<file path="src/rtl/wb_rtsnoc_bridge_mt.sv">
// wb_rtsnoc_bridge_mt: Wishbone classic slave to RTSNoC bridge with per-access target decode, origin check and timeout
module wb_rtsnoc_bridge_mt #(
  parameter int WB_OFFSET_WIDTH = 6,
  parameter int WB_NOC_DATA_WIDTH = 32,
  parameter int NOC_LOCAL_ADR = 0,
  parameter int NOC_X = 0,
  parameter int NOC_Y = 0,
  parameter int SOC_SIZE_X = 1,
  parameter int SOC_SIZE_Y = 1,
  parameter int TIMEOUT_CYCLES = 1023,
  parameter int TIMEOUT_WIDTH = 10,
  localparam int TGT_W = 3 + SOC_SIZE_X + SOC_SIZE_Y,
  localparam int WB_ADDR_WIDTH = TGT_W + WB_OFFSET_WIDTH,
  localparam int NOC_BUS_SIZE = WB_NOC_DATA_WIDTH + 2 * TGT_W
) (
  input  logic                         clk_i,
  input  logic                         rst_i,
  input  logic                         wb_cyc_i,
  input  logic                         wb_stb_i,
  input  logic [WB_ADDR_WIDTH-1:0]     wb_adr_i,
  input  logic [3:0]                   wb_sel_i,
  input  logic                         wb_we_i,
  input  logic [WB_NOC_DATA_WIDTH-1:0] wb_dat_i,
  output logic [WB_NOC_DATA_WIDTH-1:0] wb_dat_o,
  output logic                         wb_ack_o,
  output logic                         wb_err_o,
  output logic [NOC_BUS_SIZE-1:0]      noc_din_o,
  output logic                         noc_wr_o,
  output logic                         noc_rd_o,
  input  logic [NOC_BUS_SIZE-1:0]      noc_dout_i,
  input  logic                         noc_wait_i,
  input  logic                         noc_nd_i,
  output logic [7:0]                   stray_cnt_o
);
  localparam logic [2:0] IDLE = 3'd0, TX_CMD = 3'd1, TX_DATA = 3'd2, RX_WAIT = 3'd3,
                         RX_SKIP = 3'd4, RX_POP = 3'd5, ACK = 3'd6, DRAIN = 3'd7;
  localparam logic [TGT_W-1:0] OWN = {SOC_SIZE_X'(NOC_X), SOC_SIZE_Y'(NOC_Y), 3'(NOC_LOCAL_ADR)};
  localparam logic [TIMEOUT_WIDTH-1:0] TO = TIMEOUT_WIDTH'(TIMEOUT_CYCLES);
  logic [2:0] state;
  logic [TGT_W-1:0] tgt;
  logic [WB_NOC_DATA_WIDTH-1:0] tx_data;
  logic [TIMEOUT_WIDTH-1:0] timer;
  logic we;
  logic accept, timed, timeout, match;
  logic [7:0] stray_inc;
  assign noc_din_o = {OWN, tgt, tx_data};
  always_comb begin
    accept = noc_wr_o && !noc_wait_i;
    timed = state == TX_CMD || state == TX_DATA || state == RX_WAIT || state == RX_SKIP;
    timeout = timed && TIMEOUT_CYCLES != 0 && timer == TO;
    match = noc_dout_i[NOC_BUS_SIZE-1 -: TGT_W] == tgt;
    stray_inc = stray_cnt_o + 8'(stray_cnt_o != 8'hff);
  end
  always_ff @(posedge clk_i) begin
    if (rst_i) begin
      state <= IDLE;
      wb_dat_o <= '0;
      wb_ack_o <= 1'b0;
      wb_err_o <= 1'b0;
      noc_wr_o <= 1'b0;
      noc_rd_o <= 1'b0;
      tx_data <= '0;
      stray_cnt_o <= '0;
      timer <= '0;
      tgt <= '0;
      we <= 1'b0;
    end else begin
      wb_ack_o <= 1'b0;
      wb_err_o <= 1'b0;
      noc_rd_o <= 1'b0;
      if (state != IDLE && !wb_cyc_i) begin
        noc_wr_o <= 1'b0;
        state <= IDLE;
      end else if (timeout) begin
        noc_wr_o <= 1'b0;
        wb_err_o <= 1'b1;
        state <= IDLE;
      end else begin
        if (timed) timer <= timer + 1'b1;
        case (state)
          IDLE:
            if (noc_nd_i) begin
              noc_rd_o <= 1'b1;
              stray_cnt_o <= stray_inc;
              state <= DRAIN;
            end else if (wb_cyc_i && wb_stb_i && !wb_err_o) begin
              // err is still high for the master this cycle, so its stale strobe must not restart
              tgt <= wb_adr_i[WB_ADDR_WIDTH-1 -: TGT_W];
              we <= wb_we_i;
              tx_data <= (WB_NOC_DATA_WIDTH'({2'b00, ~wb_we_i, wb_sel_i}) << (WB_NOC_DATA_WIDTH - 7))
                       | WB_NOC_DATA_WIDTH'(wb_adr_i[WB_OFFSET_WIDTH-1:0]);
              noc_wr_o <= 1'b1;
              timer <= '0;
              state <= TX_CMD;
            end
          TX_CMD:
            if (accept) begin
              if (we) tx_data <= wb_dat_i;
              noc_wr_o <= we;
              state <= we ? TX_DATA : RX_WAIT;
            end
          TX_DATA:
            if (accept) begin
              noc_wr_o <= 1'b0;
              wb_ack_o <= 1'b1;
              state <= ACK;
            end
          RX_WAIT:
            if (noc_nd_i) begin
              noc_rd_o <= 1'b1;
              if (match) wb_dat_o <= noc_dout_i[WB_NOC_DATA_WIDTH-1:0];
              else stray_cnt_o <= stray_inc;
              state <= match ? RX_POP : RX_SKIP;
            end
          RX_SKIP: state <= RX_WAIT;
          RX_POP: begin
            wb_ack_o <= 1'b1;
            state <= ACK;
          end
          default: state <= IDLE;
        endcase
      end
    end
  end
endmodule

</file>
<file path="config.mk">
export PLATFORM = sky130hd
export DESIGN_NAME = wb_rtsnoc_bridge_mt
export DESIGN_NICKNAME = d
export VERILOG_FILES = /design/src/rtl/wb_rtsnoc_bridge_mt.sv
export SDC_FILE = /design/constraint.sdc
export NUM_CORES = 1
export LEC_CHECK = 0
export CAP_MARGIN = 20
export CORE_MARGIN = 2
export CORE_UTILIZATION = 60
export CTS_CLUSTER_DIAMETER = 200
export CTS_CLUSTER_SIZE = 25
export DETAILED_ROUTE_END_ITERATION = 7
export DONT_BUFFER_PORTS = 1
export HOLD_SLACK_MARGIN = 0.05
export PLACE_DENSITY = 0.84
export SYNTH_ARGS = -nofsm -noshare
export SYNTH_HDL_FRONTEND = slang
export SYNTH_SLANG_ARGS = --single-unit
</file>
<file path="constraint.sdc">
create_clock -name clk_i -period 2.07 [get_ports clk_i]
set_input_delay 0.414 -clock clk_i [delete_from_list [all_inputs] [get_ports clk_i]]
set_output_delay 0.414 -clock clk_i [all_outputs]
set_load 0.005 [all_outputs]
</file>
=== Yosys cells after proc, flatten, opt, wreduce, memory -nomap -nowiden ===
Cells that the tools add are included.

* Flip-flop bits (word level): 95
* Input bits: 96
* Output and inout bits: 86
* Logic and storage cells: 93

* Equal/unequal tests: 17
* Muxes and demuxes: 30
* Add/subtract/negate cells: 2
* Bitwise gates (word level): 6
* Reductions and logical operators: 27

{| class="wikitable"
|+ Operator list
! kind !! number
|-
| 32-bit 2-to-1 mux || 4
|-
| 32-bit one-hot mux with 2 select lines || 1
|-
| 10-bit 2-to-1 mux || 4
|-
| 30-bit by 6-bit bitwise OR with 30-bit output || 1
|-
| 8-bit 2-to-1 mux || 3
|-
| 3-bit one-hot mux with 6 select lines || 1
|-
| 2-bit != test (second input constant) || 8
|-
| 8-bit one-hot mux with 2 select lines || 1
|-
| 3-bit 2-to-1 mux || 5
|-
| 5-bit AND reduction || 3
|-
| 10-bit by 1-bit adder with 10-bit output (second input constant) || 1
|-
| 10-bit equality test (second input constant) || 1
|-
| 1-bit 2-to-1 mux || 9
|-
| 8-bit by 1-bit adder with 8-bit output || 1
|-
| 8-bit != test (second input constant) || 1
|-
| 7-bit AND reduction || 1
|-
| 3-bit by 2-bit equality test with 1-bit output (second input constant) || 2
|-
| 3-bit equality test (second input constant) || 2
|-
| 6-bit AND reduction || 1
|-
| 3-bit nonzero test || 2
|-
| 5-bit equality test || 1
|-
| 1-bit logical AND || 5
|-
| 1-bit NOT || 5
|-
| 4-bit AND reduction || 1
|-
| 12 further kinds || 18
|}

=== Depth between registers and ports, before layout ===
Gate-level depths: netlist of the first run.

* Depth after elaboration: 8
* Gate-level depth with buffers: 9
* Mapped depth without buffers: 8

=== Worst setup path after synthesis of the first run ===
OpenSTA, ideal clock, no wires.

* Path type: reg2reg
* From: reg state[0]
* To: reg stray_cnt_o[4]
* Setup time: 121 ps
* Buffers on the path: 1
* Required time: 1949 ps
* Arrival time: 1763 ps
* Setup slack: 187 ps
* Cell stages (with the launch flop): 7
* Clock period less this slack: 1883 ps
* Cells stage by stage: dfxtp_1 -> or3_4 -> o21a_4 -> and2_1 -> buf_6 -> nor4_1 -> mux2_2

* Longest elaborated chain between the ends: 7
* Elaborated cells on any way between the ends: 19
* Those cells by class: eq/ne: 7; mux: 1; bitwise: 2; reduce/logical: 9

{| class="wikitable"
|+ Ends and longest elaborated chain
! element !! line !! text
|-
| start: declaration || 39 || <nowiki>logic [2:0] state;</nowiki>
|-
| start signal: assignment || 100 || <nowiki>state <= we ? TX_DATA : RX_WAIT;</nowiki>
|-
| start signal: assignment || 113 || <nowiki>state <= match ? RX_POP : RX_SKIP;</nowiki>
|-
| 3-bit by 1-bit equality test with 1-bit output or 3-bit by 2-bit equality test with 1-bit output (tied branches) || 49 || <nowiki>timed = state == TX_CMD || state == TX_DATA || state == RX_WAIT || state == RX_SKIP;</nowiki>
|-
| 1-bit logical OR (3 in a row) || 49 ||
|-
| 1-bit logical AND || 50 || <nowiki>timeout = timed && TIMEOUT_CYCLES != 0 && timer == TO;</nowiki>
|-
| 1-bit NOT (no line) || n/a ||
|-
| 6-bit AND reduction (no line) || n/a ||
|-
| end signal: assignment || 84 || <nowiki>stray_cnt_o <= stray_inc;</nowiki>
|-
| end signal: assignment || 112 || <nowiki>else stray_cnt_o <= stray_inc;</nowiki>
|-
| end: declaration || 33 || <nowiki>output logic [7:0] stray_cnt_o</nowiki>
|}

Several ways; a longest one is shown, not always the timed one.
A chain may end at the register's enable or synchronous reset.

=== Worst setup path after layout of the first run ===
* From: reg state[1]
* To: reg stray_cnt_o[7]

The elaborated chain is that of the path after synthesis.

==> results of run 1 <==
-- what timing repair did --
item                                   in CTS  in global routing
setup buffers                               0                  0
gates resized for setup                     1                  3
endpoints found under the hold margin       0                  0
setup endpoints to repair                   1                  5
hold buffers                                0                  0
-- through the flow --
stage,instance area (µm²),instances,power (µW)
3_3_place_gp,4480,575,2960
2_1_floorplan,4360,496,2790
6_report,4710,590,4290
3_5_place_dp,4480,575,3000
5_1_grt,4710,590,4490
4_1_cts,4700,590,4320
-- power groups by stage --
stage	Clock [µW]	Sequential (µW)	Combinational (µW)
after floorplan	0	2000	789
after global placement	0	2010	954
after global routing	1420	1980	1100
after detailed placement	0	2010	985
after CTS	1360	1970	988
final	1320	1970	1000
-- cell usage in the layout (no fill, tap or decap), types with 4 or more instances in the layout --
master    instances
mux2_2            8
o21ai_0          33
o21ai_1           5
a211oi_2         11
mux2i_1          18
nor3_1            9
nor2b_1           7
nand2_1          14
nand3_1          58
dfxtp_1          95
nor2_1           42
xnor2_1          13
buf_4            16
nand2b_1         30
buf_12            5
conb_1            5
nor4_1            7
clkbuf_8          9
a21oi_1          58
nand4_1           4
-- cells by family (layout without fill, tap and decap cells) --
family | after synthesis | in the layout
compound gates | 118 | 118
other cells | 1 | 5
xor+xnor | 13 | 13
buf+inv | 44 | 39
mux | 26 | 26
flops | 95 | 95
fa+ha+maj | 3 | 3
simple gates | 192 | 192
-- per-layer routing --
| layer | share of wire (%) | GRT usage, % |
|---|---|---|
| met1 | 39 | 24.4 |
| met2 | 50 | 37.3 |
| met3 | 8.6 | 7.29 |
| met4 | 1.4 | 6.78 |
| met5 | 0 | 0 |
-- flip-flops by register name, summed over array words and instances, names as in the netlist --
register     flops
wb_dat_o        32
we               1
noc_wr_o         1
wb_err_o         1
tgt              5
noc_rd_o         1
wb_ack_o         1
tx_data         32
state            3
timer           10
stray_cnt_o      8
-- path summary, 6_finish.rpt --
| kind | endpoint | slack (ns) |
|---|---|---|
| max reg2reg | stray_cnt_o[7] | 0.05 |
| min reg2reg | tx_data[9] | 0.49 |
| min | tx_data[26] | 0.14 |
| max | stray_cnt_o[7] | 0.05 |
-- final cells by class --
cell class | count | area share (%)
inverters | 2 | 0.159
well taps | 99 | 2.63
flip-flops and latches | 95 | 40.3
repair buffers | 22 | 4.91
clock buffers | 9 | 2.63
multi-input cells | 357 | 47.4
clock inverters | 6 | 1.96
-- Yosys cell counts (2+ instances only) --
library cell	count	area [µm²]
dfxtp_1	95	1900
nand3_1	59	295
a21oi_1	58	290
nor2_1	43	161
o21ai_0	33	165
nand2b_1	30	188
clkbuf_1	23	86.3
mux2i_1	18	180
nand2_1	14	52.6
xnor2_1	13	114
a211oi_2	11	138
nor3_1	9	45.0
mux2_2	8	90.1
nor4_1	8	50.1
buf_4	7	52.6
nor2b_1	7	43.8
buf_6	6	67.6
o21ai_1	5	25.0
buf_2	4	20.0
nand4_1	4	25.0
ha_1	3	37.5
and2_1	2	12.5
clkbuf_2	2	10.0
inv_1	2	7.51
nor4b_1	2	17.5
or3_1	2	12.5
==> metrics.cfg, run 1 <==
[clocking]
cts.sinks = 95
htreeDepth = 3
cts.path.max_buffers = 2
clk_latency_ns = 0.36
cts.clk_slew.worst_paths_ns = 0.09
cts_tree = done
cts_buffers = 9
cts-root-buf = clkbuf_8

[worst_setup_path]
endpoint_kind = register
slowest_stage = or3_4
crit_family = simple AND/OR/NAND/NOR gates
path_max_fanout = 9
critical_path.max_stage_delay_ns = 0.40
path_depth = 5
rr_startpoint = state[1]
crit_arrival_ns = 2.26
cp_data_required_time_ns = 2.31
crit_type = reg -> reg
crit_path_start_kind = register
crit_chain = or3_4, o21a_4, and2_2, nor4_1, mux2_2
worstSetupStartpoint = state[1]
ff2ff_path_depth = 5
worst-path-buf-inv = 0

[sta]
worst_pin_slew_ns = 0.662
fin_crit_ns = 2.02
finalSetupViolCount = 0
holdWs_ns = 0.136
rsz0062_at_grt = false
worst_slack_ns = 0.0531
fin_skew_ns = 0.0113
maxSlewHeadroom_pct = 55.6
fmax_mhz = 496
hold_violations = 0
period_share_pct = 97.4
slew_violations = 0
finalSetupTns_ns = 0

[routing]
wl_um = 9490
drc = 0
wl_per_cell_um = 16.1
vias = 3475
vias_per_cell = 5.89
drt_pass1_iterations = 4
drt_iter0_drc = 108
ant_nets = 0

[pwr]
netSwitchingPower_uw = 1300
p_int_uw = 2990
clkPwrFrac_pct = 30.8
power.share.combinational_pct = 23.4
ir_drop_mv = 0.463
power_density_nw_per_um2 = 911
switching_share_pct = 30.4
seq_power_share_pct = 45.8
leakagePower_uw = 0.00154

[logic_synthesis]
synth_compound_area_share_pct = 17.3
synthSimpleGateAreaFrac_pct = 23.4
synth_top_family_by_area = simple AND/OR/NAND/NOR gates
synthAdderAreaFrac_pct = 0.865
yosys.area_share.xor_xnor_pct = 2.62
synth-main-ff-cell = dfxtp_1
synth-seq-area-share_pct = 43.8
async_flop_share_pct = 0
ys_ff_latch = 95
yosys_warnings = 0
syn_area_um2 = 4340
synth.avg_cell_area_um2 = 8.82
synthDistinctLibCells = 50
synth_edf_count = 0
syn_inst = 492
synthMuxAreaShare_pct = 6.23

[floorplan]
core_um2 = 7140
start_util_pct = 60.8
fp-row-count = 31
ios = 182
die-width_um = 89.1
die_h_um = 89.1
dieArea_um2 = 7930

[job]
max-cap-violations = 0

[layout]
register_area_um2 = 1900
final_util_pct = 66.1
diodes = 0
multi_input_area_um2 = 2230
drive_above_1_share_pct = 14.5
nFillCells = 598
nNetsFinal = 586
areaGrowthSynthToFinish_pct = 8.62

[grt]
grt_pass1_vias = 2995
grt.overflow.total = 0
grt_pass1_wl_um = 13200
grt_max_degree = 95
grt_util_all_layers_pct = 21.3
antenna_found_initial = 0

[placed_design]
gp_congestion = 0.866
dpl.hpwl_um = 6700
portBuffers = 0
detailedPlace.worstSlack_ns = 0.00481

[hold_path]
whs_path_depth = 1
worstHoldStart = rst_i
hp-class = in -> reg

[outcome]
status = completed

(Power assumes the default switching activity.)
==> run 2, diff against run 1 <==
Settings changed: CORE_UTILIZATION 60 to 39, PLACE_DENSITY 0.84 to 0.61.
Clock period 2.07 ns to 2.4 ns, I/O delays scaled along.
==> metrics.cfg, run 2 (synthesis results as in run 1) <==
[layout]
instances_no_fill = 621  ; +5.3%
layout_common_cells = 95 x dfxtp_1, 59 x nand3_1, 58 x a21oi_1, 42 x nor2_1, 33 x o21ai_0
areaGrowthSynthToFinish_pct = 7.00
final_common_cell = dfxtp_1
diodes = 0  ; unchanged
nNetsFinal = 575  ; -1.9%
drive_above_1_share_pct = 12.1  ; -2.4 points
reg_top3 = tx_data x32, wb_dat_o x32, timer x10
final_util_pct = 42.8  ; -23 points

[floorplan]
core_um2 = 10800  ; +52%
start_util_pct = 40.0  ; -21 points
dieArea_um2 = 12000  ; +51%
die_h_um = 109  ; +23%
ios = 182  ; unchanged
die-width_um = 109  ; +23%
fp-row-count = 38  ; +23%

[sta]
slew_violations = 0  ; unchanged
holdWs_ns = 0.189  ; +0.0528 ns
period_share_pct = 86.6  ; -11 points
hold_violations = 0  ; unchanged
rsz0062_at_grt = false
worst_pin_slew_ns = 0.636  ; -0.0259 ns
fin_skew_ns = 0.00786  ; -0.00346 ns
fin_crit_ns = 2.08  ; +0.0608 ns
maxSlewHeadroom_pct = 57.2  ; +1.7 points
finalSetupTns_ns = 0  ; unchanged
worst_slack_ns = 0.322  ; +0.269 ns
fmax_mhz = 481  ; -2.9%
finalSetupViolCount = 0  ; unchanged

[placed_design]
dp.cells = 605  ; +5.2%
portBuffers = 0  ; unchanged
detailedPlace.worstSlack_ns = 0.318  ; +0.313 ns
dpl.hpwl_um = 6820  ; +1.8%
gp_congestion = 0.809  ; -6.6%

[routing]
vias = 3437  ; -1.1%
drt_iter0_drc = 180  ; +67%
wl_per_cell_um = 16.3  ; +1.1%
drc = 0  ; unchanged
ant_nets = 0  ; unchanged
vias_per_cell = 5.53  ; -6.0%
wl_um = 10100  ; +6.4%
drt_pass1_iterations = 4  ; unchanged

[grt]
grt_util_all_layers_pct = 16.5  ; -4.8 points
grt.overflow.total = 0  ; unchanged
grt_pass1_vias = 3194  ; +6.6%
grt_pass1_wl_um = 15300  ; +15%
busiest_layer = met2
grt_max_degree = 95  ; unchanged
grt_use_met3_pct = 6.11  ; -1.2 points
antenna_found_initial = 0  ; unchanged
use_met2_pct = 27.5  ; -9.8 points
met1_usage_pct = 18.2  ; -6.2 points

[clocking]
cts.sinks = 95  ; unchanged
post_cts_buffers = 0  ; unchanged
cts_buffers = 9  ; unchanged
cts.clk_slew.worst_paths_ns = 0.09  ; about the same
cts_resized = 0  ; -1
cts.path.max_buffers = 2  ; unchanged
cts-root-buf = clkbuf_8
cts_tree = done
htreeDepth = 3  ; unchanged
cts_hold_buf = 0  ; unchanged
clk_latency_ns = 0.38  ; +0.02 ns

[worst_setup_path]
slowest_stage = or3_4
crit_path_start_kind = register
crit_arrival_ns = 2.35  ; +0.09 ns
crit_type = reg -> reg
worst-path-buf-inv = 0  ; unchanged
crit_family = simple AND/OR/NAND/NOR gates
cp_data_required_time_ns = 2.67  ; +0.36 ns
crit_chain = or3_4, o21a_4, and2_1, nor4_1, mux2_2
path_max_fanout = 8  ; -1
endpoint_kind = register
critical_path.max_stage_delay_ns = 0.43  ; +0.03 ns

[pwr]
ir_drop_mv = 0.374  ; -19%
leakagePower_uw = 0.00148  ; -3.9%
power_density_nw_per_um2 = 798  ; -12%

[job]
max-cap-violations = 0  ; unchanged

[outcome]
status = completed

[hold_path]
hp-class = in -> reg

## run 2: cell types whose count changed in the layout (fill, tap and decap cells not counted), sizes merged
cell	before	now
clkbuf	9	10
clkinvlp	2	1
inv	4	2
buf	22	11
clkinv	0	3
## run 2: cell type report
type | instances | area [µm²]
clock inverter | 6 | 93.8
inverter | 2 | 7.51
fill | 1094 | 6200
timing repair buffer | 11 | 108
tap | 140 | 175
multi-input combinational | 357 | 2220
sequential | 95 | 1900
clock buffer | 10 | 138
## run 2: worst paths after layout
kind,end,depth (start not counted),start,slack [ns]
max,stray_cnt_o[4],5,state[0],0.32
min,wb_dat_o[31],1,rst_i,0.19
max reg2reg,stray_cnt_o[4],5,state[0],0.32
min reg2reg,wb_dat_o[9],2,wb_dat_o[9],0.49
## run 2: power by group
part           internal [µW]  switching [µW]
Clock                    620             578
Combinational            307             485
Sequential              1640            74.7
## run 2: layer usage
layer / part of all wire, % / up-vias
met5: 0 / -
met4: 2.3 / 0
met3: 8.8 / 14
met2: 47 / 122
met1: 42 / 1608
li1: - / 1693
## run 2: per-stage QoR
step	power (µW)	cell area (µm²)
final	3710	4640
after CTS	3770	4640
after global placement	2530	4410
after floorplan	2410	4360
after global routing	3920	4640
after detailed placement	2550	4410
